File: src/rtl/icache_pkg.sv
// Shared constants, op encodings, FSM state types and address-slice helpers
// for the icache miss controller and its invalidate unit.
package icache_pkg;

  localparam int SET_CNT    = 1024;
  localparam int INDEX_SZ   = $clog2(SET_CNT);
  localparam int CACHE_LINE = 512;
  localparam int OFFSET_SZ  = $clog2(CACHE_LINE);
  localparam int ADDR_SZ    = 32;
  localparam int TAG_SZ     = ADDR_SZ - OFFSET_SZ - INDEX_SZ;
  localparam int WAYS       = 4;
  localparam int WAY_SZ     = $clog2(WAYS);
  localparam int TIMEOUT    = 255;
  localparam int TIMER_SZ   = $clog2(TIMEOUT + 1);

  localparam logic [2:0] L2_READ_LINE = 3'b001;
  localparam logic [2:0] RSP_FILL     = 3'b001;
  localparam logic [2:0] RSP_INVAL    = 3'b010;

  typedef enum logic [1:0] {
    IDLE = 2'd0,
    REQ  = 2'd1,
    WAIT = 2'd2,
    FILL = 2'd3
  } miss_state_t;

  typedef enum logic [1:0] {
    I_IDLE = 2'd0,
    I_LOOK = 2'd1,
    I_WR   = 2'd2
  } inv_state_t;

  function automatic logic [INDEX_SZ-1:0] addr_index(input logic [ADDR_SZ-1:0] a);
    return a[OFFSET_SZ +: INDEX_SZ];
  endfunction

  function automatic logic [TAG_SZ-1:0] addr_tag(input logic [ADDR_SZ-1:0] a);
    return a[ADDR_SZ-1 -: TAG_SZ];
  endfunction

  function automatic logic [ADDR_SZ-1:0] line_addr(input logic [ADDR_SZ-1:0] a);
    return {a[ADDR_SZ-1:OFFSET_SZ], {OFFSET_SZ{1'b0}}};
  endfunction

  function automatic logic [WAYS-1:0] way_onehot(input logic [WAY_SZ-1:0] w);
    logic [WAYS-1:0] oh;
    oh    = '0;
    oh[w] = 1'b1;
    return oh;
  endfunction

endpackage

File: src/rtl/icache_inv_unit.sv
// L2 invalidate handler: looks up the tags of one set, then clears the valid
// bit of every way whose valid tag matches the invalidated line.
module icache_inv_unit
  import icache_pkg::*;
(
  input  logic                     clk,
  input  logic                     rst,
  input  logic                     start,
  input  logic [INDEX_SZ-1:0]      inv_set,
  input  logic [TAG_SZ-1:0]        inv_tag,
  input  logic [TAG_SZ*WAYS-1:0]   rd_tags,
  input  logic [WAYS-1:0]          rd_vld,
  output logic                     idle,
  output logic                     rd_en,
  output logic [INDEX_SZ-1:0]      rd_set,
  output logic                     wr_en,
  output logic [WAYS-1:0]          wr_way,
  output logic [INDEX_SZ-1:0]      wr_set,
  output logic [TAG_SZ-1:0]        wr_tag
);

  inv_state_t          state_reg, state_next;
  logic [INDEX_SZ-1:0] set_reg, set_next;
  logic [TAG_SZ-1:0]   tag_reg, tag_next;
  logic [WAYS-1:0]     hit_mask;

  // Tags are only meaningful in I_WR, the cycle after the lookup.
  for (genvar gi = 0; gi < WAYS; gi++) begin : g_cmp
    assign hit_mask[gi] = rd_vld[gi] && (rd_tags[gi*TAG_SZ +: TAG_SZ] == tag_reg);
  end

  always_ff @(posedge clk or negedge rst) begin
    if (!rst) begin
      state_reg <= I_IDLE;
      set_reg   <= '0;
      tag_reg   <= '0;
    end else begin
      state_reg <= state_next;
      set_reg   <= set_next;
      tag_reg   <= tag_next;
    end
  end

  always_comb begin
    state_next = state_reg;
    set_next   = set_reg;
    tag_next   = tag_reg;
    idle       = 1'b0;
    rd_en      = 1'b0;
    rd_set     = '0;
    wr_en      = 1'b0;
    wr_way     = '0;
    wr_set     = '0;
    wr_tag     = '0;
    case (state_reg)
      I_IDLE: begin
        idle = 1'b1;
        if (start) begin
          set_next   = inv_set;
          tag_next   = inv_tag;
          state_next = I_LOOK;
        end
      end
      I_LOOK: begin
        rd_en      = 1'b1;
        rd_set     = set_reg;
        state_next = I_WR;
      end
      I_WR: begin
        if (|hit_mask) begin
          wr_en  = 1'b1;
          wr_way = hit_mask;
          wr_set = set_reg;
          wr_tag = tag_reg;
        end
        state_next = I_IDLE;
      end
      default: state_next = I_IDLE;
    endcase
  end

endmodule

File: src/rtl/icache_miss_ctrl.sv
// Single-outstanding icache miss controller: issues L2 line reads, writes
// returned lines, and shares the array write port with the invalidate unit.
module icache_miss_ctrl
  import icache_pkg::*;
(
  input  logic                     clk,
  input  logic                     rst,
  input  logic                     miss_valid,
  output logic                     miss_ready,
  input  logic [ADDR_SZ-1:0]       miss_paddr,
  input  logic [WAY_SZ-1:0]        miss_way,
  input  logic                     kill,
  output logic                     l2_req_valid,
  input  logic                     l2_req_ready,
  output logic [2:0]               l2_req_op,
  output logic [ADDR_SZ-1:0]       l2_req_addr,
  input  logic                     l2_rsp_valid,
  output logic                     l2_rsp_ready,
  input  logic [2:0]               l2_rsp_op,
  input  logic [ADDR_SZ-1:0]       l2_rsp_addr,
  input  logic [CACHE_LINE-1:0]    l2_rsp_data,
  output logic                     arr_rd_en,
  output logic [INDEX_SZ-1:0]      arr_rd_set,
  input  logic [TAG_SZ*WAYS-1:0]   arr_rd_tags,
  input  logic [WAYS-1:0]          arr_rd_vld,
  output logic                     arr_wr_en,
  output logic [INDEX_SZ-1:0]      arr_wr_set,
  output logic [WAYS-1:0]          arr_wr_way,
  output logic [TAG_SZ-1:0]        arr_wr_tag,
  output logic                     arr_wr_vld,
  output logic [CACHE_LINE-1:0]    arr_wr_data,
  output logic                     fill_done,
  output logic                     busy
);

  miss_state_t           state_reg, state_next;
  logic [ADDR_SZ-1:0]    paddr_reg, paddr_next;
  logic [WAY_SZ-1:0]     way_reg, way_next;
  logic                  kill_reg, kill_next;
  logic                  poison_reg, poison_next;
  logic [TIMER_SZ-1:0]   timer_reg, timer_next;
  logic [CACHE_LINE-1:0] data_reg, data_next;

  logic                  inv_idle;
  logic                  inv_wr_en;
  logic [WAYS-1:0]       inv_wr_way;
  logic [INDEX_SZ-1:0]   inv_wr_set;
  logic [TAG_SZ-1:0]     inv_wr_tag;

  logic                  rsp_fire;
  logic                  rsp_line_match;
  logic                  fill_hit;
  logic                  inval_fire;
  logic                  fill_wr;
  logic                  unused_offset_bits;

  // Responses only compare at line granularity; byte offsets carry no meaning.
  assign unused_offset_bits = ^{miss_paddr[OFFSET_SZ-1:0], l2_rsp_addr[OFFSET_SZ-1:0]};

  // Holding off responses during FILL keeps fill and invalidate writes apart.
  assign l2_rsp_ready   = inv_idle && (state_reg != FILL);
  assign rsp_fire       = l2_rsp_valid && l2_rsp_ready;
  assign rsp_line_match = (l2_rsp_addr[ADDR_SZ-1:OFFSET_SZ] == paddr_reg[ADDR_SZ-1:OFFSET_SZ]);
  assign fill_hit       = (state_reg == WAIT) && rsp_fire && (l2_rsp_op == RSP_FILL) && rsp_line_match;
  assign inval_fire     = rsp_fire && (l2_rsp_op == RSP_INVAL);

  icache_inv_unit u_inv (
    .clk     (clk),
    .rst     (rst),
    .start   (inval_fire),
    .inv_set (addr_index(l2_rsp_addr)),
    .inv_tag (addr_tag(l2_rsp_addr)),
    .rd_tags (arr_rd_tags),
    .rd_vld  (arr_rd_vld),
    .idle    (inv_idle),
    .rd_en   (arr_rd_en),
    .rd_set  (arr_rd_set),
    .wr_en   (inv_wr_en),
    .wr_way  (inv_wr_way),
    .wr_set  (inv_wr_set),
    .wr_tag  (inv_wr_tag)
  );

  always_ff @(posedge clk or negedge rst) begin
    if (!rst) begin
      state_reg  <= IDLE;
      paddr_reg  <= '0;
      way_reg    <= '0;
      kill_reg   <= 1'b0;
      poison_reg <= 1'b0;
      timer_reg  <= '0;
      data_reg   <= '0;
    end else begin
      state_reg  <= state_next;
      paddr_reg  <= paddr_next;
      way_reg    <= way_next;
      kill_reg   <= kill_next;
      poison_reg <= poison_next;
      timer_reg  <= timer_next;
      data_reg   <= data_next;
    end
  end

  always_comb begin
    state_next   = state_reg;
    paddr_next   = paddr_reg;
    way_next     = way_reg;
    kill_next    = kill_reg;
    poison_next  = poison_reg;
    timer_next   = timer_reg;
    data_next    = data_reg;
    miss_ready   = 1'b0;
    l2_req_valid = 1'b0;
    fill_wr      = 1'b0;
    fill_done    = 1'b0;
    case (state_reg)
      IDLE: begin
        miss_ready = inv_idle;
        if (miss_valid && inv_idle) begin
          state_next  = REQ;
          paddr_next  = line_addr(miss_paddr);
          way_next    = miss_way;
          kill_next   = 1'b0;
          poison_next = 1'b0;
          timer_next  = '0;
        end
      end
      REQ: begin
        l2_req_valid = 1'b1;
        if (l2_req_ready) state_next = WAIT;
      end
      WAIT: begin
        timer_next = timer_reg + 1'b1;
        if (fill_hit) begin
          state_next = FILL;
          data_next  = l2_rsp_data;
        end else if (timer_reg == TIMER_SZ'(TIMEOUT)) begin
          state_next = REQ;
          timer_next = '0;
        end
      end
      FILL: begin
        fill_wr    = 1'b1;
        fill_done  = ~kill_reg;
        state_next = IDLE;
      end
      default: state_next = IDLE;
    endcase
    // A kill or a racing invalidate only matters while the line is in flight.
    if (state_reg == REQ || state_reg == WAIT) begin
      if (kill) kill_next = 1'b1;
      if (inval_fire && rsp_line_match) poison_next = 1'b1;
    end
  end

  assign l2_req_op   = l2_req_valid ? L2_READ_LINE : 3'b000;
  assign l2_req_addr = l2_req_valid ? paddr_reg : '0;
  assign busy        = (state_reg != IDLE);

  assign arr_wr_en   = fill_wr || inv_wr_en;
  assign arr_wr_set  = fill_wr ? addr_index(paddr_reg) : inv_wr_set;
  assign arr_wr_way  = fill_wr ? way_onehot(way_reg) : inv_wr_way;
  assign arr_wr_tag  = fill_wr ? addr_tag(paddr_reg) : inv_wr_tag;
  assign arr_wr_vld  = fill_wr && !poison_reg;
  assign arr_wr_data = fill_wr ? data_reg : '0;

endmodule

File: config.mk
export PLATFORM = sky130hd
export DESIGN_NAME = icache_miss_ctrl
export DESIGN_NICKNAME = d
export VERILOG_FILES = /design/src/rtl/icache_pkg.sv /design/src/rtl/icache_inv_unit.sv /design/src/rtl/icache_miss_ctrl.sv
export SDC_FILE = /design/constraint.sdc
export NUM_CORES = 1
export LEC_CHECK = 0
export ABC_AREA = 1
export CAP_MARGIN = 20
export CELL_PAD_IN_SITES_DETAIL_PLACEMENT = 1
export CELL_PAD_IN_SITES_GLOBAL_PLACEMENT = 2
export CORE_AREA = 5 5 482 484
export DETAILED_ROUTE_END_ITERATION = 10
export DIE_AREA = 0 0 487 489
export PLACE_DENSITY = 0.48
export SLEW_MARGIN = 20
export SYNTH_ARGS = -nofsm -noshare
export SYNTH_HDL_FRONTEND = slang
export SYNTH_SLANG_ARGS = --single-unit
File: constraint.sdc
create_clock -name clk -period 3.8 [get_ports clk]
set_input_delay 0.76 -clock clk [delete_from_list [all_inputs] [get_ports clk]]
set_output_delay 0.76 -clock clk [all_outputs]
set_load 0.03 [all_outputs]
==> flow_summary.ini, run 1 <==
[timing]
hold_viol_final = 0
fin_tns_setup_ns = 0
tightest_slew_ns = 0.7468
min_period_ns = 3.627
grt_setup_unrepaired = true
slew_headroom_pct = 50.21
fmaxAchievable_mhz = 275.7
final_max_slew_viol_count = 0
finalClockSkew_ns = 0.03608
finalCritPeriodShare_pct = 95.45
setup_viol = 0
fin_hold_ws_ns = 0.4738

[drt]
routed_wirelength_mm = 170.8
routedWlPerCell_um = 20.62
num_vias = 28810
final_antenna_net_count = 0
drt-initial-drc-count = 1025
firstDrtPassIters = 5
drt-vias-per-instance = 3.479
post_detailed_route_drc_marker_count = 0

[clock_tree]
cts_tree = yes
clkTransAtPathRegs_ns = 0.06
clock_sink_count = 574
cts-buffers-inserted = 88
htreeDepth = 3
worstSkewPairLatency_ns = 0.71
ctsRootBufferMaster = clkbuf_16
clock_tree.buffer_depth = 3

[finish]
largest_register_ffs = 512
final_nets = 5846
final_cell_area_mm2 = 0.04699
areaGrowthSynthToFinish_pct = 66.15
sequential_cell_area_mm2 = 0.01438
post_route_cells_drive_above_1_share_pct = 5.457
finish.utilization_pct = 20.71
n_fill_cell = 27290
multi_input_comb_area_mm2 = 0.01018

[power]
total_leakage_power_nw = 26.24
power_density_mw_per_mm2 = 335.6
vdd.ir_drop.worst_mv = 0.2809

[floorplan]
floorplan.die.height_um = 489
io_pins = 1235
die_w_um = 487
placeable_core_area_mm2 = 0.2268
rows = 175
fp.dieArea_mm2 = 0.2381
initial_utilization_pct = 12.47

[synthesis]
ys_top_cells_by_area = dfrtp_1 51%, nand2_1 31%, inv_1 8.4%
synth_enable_flop_cells = 0
netlist_top_cells_count = 2,334 x nand2_1, 632 x inv_1, 574 x dfrtp_1, 76 x nor2_1, 75 x clkbuf_1
netlist.area_leader.share_pct = 50.79
synth_sequential_area_ratio_pct = 50.79
asr_flop_ratio_synth_pct = 100.0
netlist.top_cell.by_area = dfrtp_1
post_synth_num_cell_types = 30
synthCells = 4003
ys_warn_count = 0
synthesis.area_per_instance_um2 = 7.065
syn-cell-area_mm2 = 0.02828
synthFlopType = dfrtp_1
ys_seq_elements = 574
post-synth-top-count-cell = nand2_1

[global_route]
groute.usage.overall_pct = 13.83
grt_first_pass_wirelength_mm = 238.8
via_count_of_the_first_global_routing_pass = 31160
grt_max_degree = 99
antenna_found_initial = 72
grt_remaining_overflow = 0

[min_path]
worstHoldStart = data_reg[215]
hp-class = reg -> reg

[worst_setup_path]
reg2reg_to = data_reg[228]
worst_setup_path_start_kind = flop
r2r_cells = 12
worstSetupEndpointType = primary output
worst_r2r_startpoint = state_reg[0]
startpoint = state_reg[0]
crit_end = arr_wr_data[503]
critPathMaxFanout = 33
r2r_setup_slack_ns = 0.90
critical_path_required_time_ns = 3.04
data_arrival_time_of_the_critical_path_ns = 2.87
critPathKind = reg -> out

[place]
placement.cell_area_mm2 = 0.04407
dp_hpwl_mm = 135.4
routabilityCongestion = 0.7840
io_buf_count = 1205

[run_status]
status = finished, final reports clean

[flow_run]
max-cap-violations = 0
==> metal layers <==
metal	up-vias	part of all wire, %	global-route usage [%]
li1	13870	-	-
met1	13820	42	16.47
met2	815	47	23.22
met3	223	9.3	6.208
met4	86	1.6	2.367
met5	-	0.34	0
==> critical path: stages, from the launching register on <==
cell,delay [ns]
dfrtp_2,0.44
ha_4,0.20
buf_12,0.22
buf_12,0.24
nand2_1,0.07
inv_1,0.17
clkdlybuf4s50_1,0.77
==> layout by cell type (no fill, tap or decap), types with 3 or more instances in the layout <==
cell type / instances
clkbuf_1: 25
xnor2_1: 10
ha_1: 4
inv_2: 10
inv_16: 3
nor2_1: 75
nand4_1: 5
dlymetal6s2s_1: 12
nand2_1: 2333
o32ai_1: 4
buf_12: 56
clkdlybuf4s50_1: 1148
clkbuf_16: 88
dlygate4sd2_1: 11
dfrtp_1: 564
clkinv_2: 8
a21oi_1: 5
diode_2: 14
nor3_1: 4
nand3_1: 35
clkinvlp_4: 4
dfrtp_2: 10
conb_1: 11
clkbuf_8: 19
inv_1: 627
xor2_1: 18
o21ai_0: 73
buf_4: 68
==> per-stage QoR <==
stage	setup slack, ns	total power, mW	cells
3_3_place_gp	0.2164	7.761	8111
2_1_floorplan	1.136	6.688	4013
6_report	0.1728	15.77	8282
3_5_place_dp	0.2378	7.758	8111
5_1_grt	-0.005231	16.54	8271
4_1_cts	-0.001992	16.22	8265
==> cell type report <==
cell class	count	share of cell area, %
Clock inverter	19	0.4633
Clock buffer	132	5.443
Sequential cell	574	30.60
Tap cell	3009	8.012
Multi-Input combinational cell	2593	21.67
Timing Repair Buffer	1300	28.59
Antenna cell	14	0.07456
Inverter	641	5.158
==> how the worst min path moves through the flow <==
| stage | endpoint | slack, ns | cells past startpoint |
|---|---|---|---|
| floorplan | data_reg[0] | 0.45 | 2 |
| global placement | data_reg[212] | 0.46 | 2 |
| detailed placement | data_reg[241] | 0.47 | 2 |
| CTS | data_reg[47] | 0.47 | 3 |
| global route | data_reg[313] | 0.49 | 2 |
| finish | data_reg[215] | 0.47 | 2 |
==> timing repair <==
item / 4_1_cts / 5_1_grt
setup buffers: 2 / 3
resized for setup: 20 / 25
endpoints found under the hold margin: 3 / 0
hold buffers: 1 / 0
gates cloned: 0 / 0
endpoints found under the setup margin: 109 / 63
==> logic make-up after synthesis <==
family,count (synthesis),share of synthesized area [%]
buf+inv,846,13.45
xor+xnor,28,0.8672
fa+ha+maj,5,0.2212
simple gates,2461,32.99
flops,574,50.79
compound gates,88,1.668
other cells,1,0.01326
==> power by group <==
group	total [mW]	internal (mW)	switching [mW]
sequential	6.38	6.20	0.187
clock	8.13	4.77	3.36
combinational	1.26	0.733	0.526
total	15.8	11.7	4.07
(Power assumes the default switching activity.)
==> run 2: changes to the inputs <==
- ABC_AREA: 1 -> unset
- CORE_AREA: 5 5 482 484 -> 2 2 477 479
- DIE_AREA: 0 0 487 489 -> 0 0 479 481
- PLACE_DENSITY: 0.48 -> 0.41
==> flow_summary.ini, run 2 <==
[run_status]
status = finished with violations
failed_checks = setup timing

[drt]
firstDrtPassIters = 4
routedWlPerCell_um = 24.25
num_vias = 21720
post_detailed_route_drc_marker_count = 0
final_antenna_net_count = 0
drt-vias-per-instance = 3.327
routed_wirelength_mm = 158.3
drt-initial-drc-count = 709

[finish]
multi_input_comb_area_mm2 = 0.01160
layout.cells.most_common_list = 920 x clkdlybuf4s50_1, 563 x dfrtp_1, 548 x and2_1, 300 x mux2_1, 212 x mux2_2
largest_register_ffs = 512
final_nets = 4072
n_fill_cell = 25350
post_route_cells_drive_above_1_share_pct = 16.48
finish.utilization_pct = 20.46
final_common_cell = clkdlybuf4s50_1
areaGrowthSynthToFinish_pct = 74.41
sequential_cell_area_mm2 = 0.01438

[worst_setup_path]
critPathKind = in -> out
critical_path.top_delay_family = buffers and inverters
critical_path_buf_inv_count = 5
worstPathCellList = clkdlybuf4s50_1, xnor2_2, nand4_1, nor4_4, buf_4, nor4_4, nor3_2, buf_4, buf_12, a22o_1, buf_12
critPathMaxFanout = 5
worstSetupEndpointType = primary output
timing.critical_path.slowest_cell_delay_ns = 0.52
worst_path_max_delay_cell = clkdlybuf4s50_1
worst_setup_path_start_kind = input pin
data_arrival_time_of_the_critical_path_ns = 3.07
critical_path_required_time_ns = 3.04

[synthesis]
netlist.area_leader.share_pct = 54.25
ys_seq_elements = 574
synthesis.area_per_instance_um2 = 12.33
netlist.top_cell.by_area = dfrtp_1
syn-cell-area_mm2 = 0.02648
asr_flop_ratio_synth_pct = 100.0
synthCells = 2147
synth_enable_flop_cells = 0
ys_top_cells_by_area = dfrtp_1 54%, and2_1 13%, mux2_1 13%
netlist_top_cells_count = 574 x dfrtp_1, 548 x and2_1, 300 x mux2_1, 212 x mux2_2, 161 x nand2_1
synth_sequential_area_ratio_pct = 54.25
post-synth-top-count-cell = dfrtp_1
post_synth_num_cell_types = 40
synthFlopType = dfrtp_1
ys_warn_count = 0

[timing]
finalCritPeriodShare_pct = 100.8
hold_viol_final = 0
slew_headroom_pct = 37.33
grt_setup_unrepaired = true
min_period_ns = 3.832
fmaxAchievable_mhz = 261.0
fin_tns_setup_ns = -0.05486
finalClockSkew_ns = 0.03323
setup_viol = 4
final_max_slew_viol_count = 0
final_critical_path_setup_slack_ns = -0.03189
tightest_slew_ns = 0.9401

[floorplan]
fp.dieArea_mm2 = 0.2304
die_w_um = 479
floorplan.die.height_um = 481
rows = 175
initial_utilization_pct = 11.73
io_pins = 1235
placeable_core_area_mm2 = 0.2257

[clock_tree]
clock_tree.buffer_depth = 3
cts-buffers-inserted = 85
clkTransAtPathRegs_ns = 0.06
worstSkewPairLatency_ns = 0.72
cts_tree = yes
clock_sink_count = 574
ctsRootBufferMaster = clkbuf_16
htreeDepth = 3

[power]
total_leakage_power_nw = 21.99
power_density_mw_per_mm2 = 429.1
vdd.ir_drop.worst_mv = 0.3000

[global_route]
grt_remaining_overflow = 0
met1_usage_pct = 16.16
gr-usage-met2_pct = 20.56
via_count_of_the_first_global_routing_pass = 23910
grt_first_pass_wirelength_mm = 215.2
globalRouteMet3Util_pct = 7.424
busiest_layer = met2
grt_max_degree = 88
antenna_found_initial = 98
groute.usage.overall_pct = 13.45

[place]
preCtsSetupSlack_ns = -0.4595
routabilityCongestion = 0.8019
dp_hpwl_mm = 127.5
io_buf_count = 1205

[min_path]
hp-class = in -> async

[flow_run]
max-cap-violations = 0
==> run 2: cell count changes after synthesis, sizes merged, moves of 10 or more <==
cell,previous run,this run
nand3,35,4
and2,0,548
inv,640,7
nand2,2334,161
nor4,0,12
xnor2,10,55
clkbuf,75,85
a22o,2,25
nor2,79,5
o21ai,73,12
mux2,0,512
buf,130,72
==> run 2: where the power goes <==
group	internal, mW	switching (mW)	leakage, nW
logic	2.10	2.61	12.7
clock network	4.78	3.40	1.38
registers	6.39	0.543	7.93
==> run 2: worst paths after layout <==
path | from | to | slack, ns | cells after the start
max reg2reg | state_reg[1] | timer_reg[3] | 0.73 | 9
min in group clk | data_reg[273] | data_reg[273] | 0.48 | 1
max in group asynchronous | rst | data_reg[440] | 2.68 | 2
max | arr_rd_tags[32] | arr_wr_tag[5] | -0.03 | 11
min | rst | data_reg[5] | 0.13 | 1
min reg2reg | data_reg[273] | data_reg[273] | 0.48 | 1
==> run 2: kinds of logic (layout without fill, tap and decap cells) <==
| family | after synthesis | after routing | share of synthesized area (%) |
|---|---|---|---|
| AOI/OAI and AO/OA | 52 | 52 | 1.465 |
| xor gates and xnor gates | 75 | 75 | 2.481 |
| adders and majority gates | 5 | 5 | 0.2363 |
| buffers and inverters | 164 | 1496 | 3.280 |
| DFF | 574 | 574 | 54.25 |
| muxes | 512 | 512 | 21.78 |
| other | 1 | 42 | 0.01416 |
| and+or+nand+nor | 764 | 764 | 16.49 |
==> run 2: stage by stage <==
step                      cells  power [mW]  instance area [µm²]  hold WS [ns]
after global placement     6334       11.64                43000        0.4589
after global routing       6501       20.90                46110        0.1365
final                      6529       19.82                46180        0.1334
after detailed placement   6334       11.60                43000        0.4669
after CTS                  6493       20.28                45800       0.09542
after floorplan            2157       8.592                26510        0.4497
==> run 2: final cells by class <==
type	count	share of cell area, %
Antenna cell	31	0.1680
Inverter	7	0.05690
Sequential cell	574	31.14
Clock inverter	19	0.5961
Tap cell	3009	8.153
Multi-Input combinational cell	1419	25.11
Timing Repair Buffer	1337	29.24
Clock buffer	133	5.538
==> run 2: layer usage <==
metal	vias to the layer above	wire, µm
met5	-	704
met4	100	3332
met3	234	20120
met2	958	69380
met1	10710	64800
li1	9724	-
==> run 2: what timing repair did <==
action / in CTS / in global routing
endpoints found under the setup margin: 217 / 60
buffers inserted: 6 / 5
resized for setup: 247 / 53
endpoints found under the hold margin: 0 / 0
hold buffers: 0 / 0
pin swaps: 14 / 15
cloned: 1 / 0
==> run 3: changes to the inputs <==
- CAP_MARGIN: 20 -> 5
- GPL_ROUTABILITY_DRIVEN: unset -> 0
==> results of run 3 <==
Final layout, timing and power as in run 2 (identical DEF).
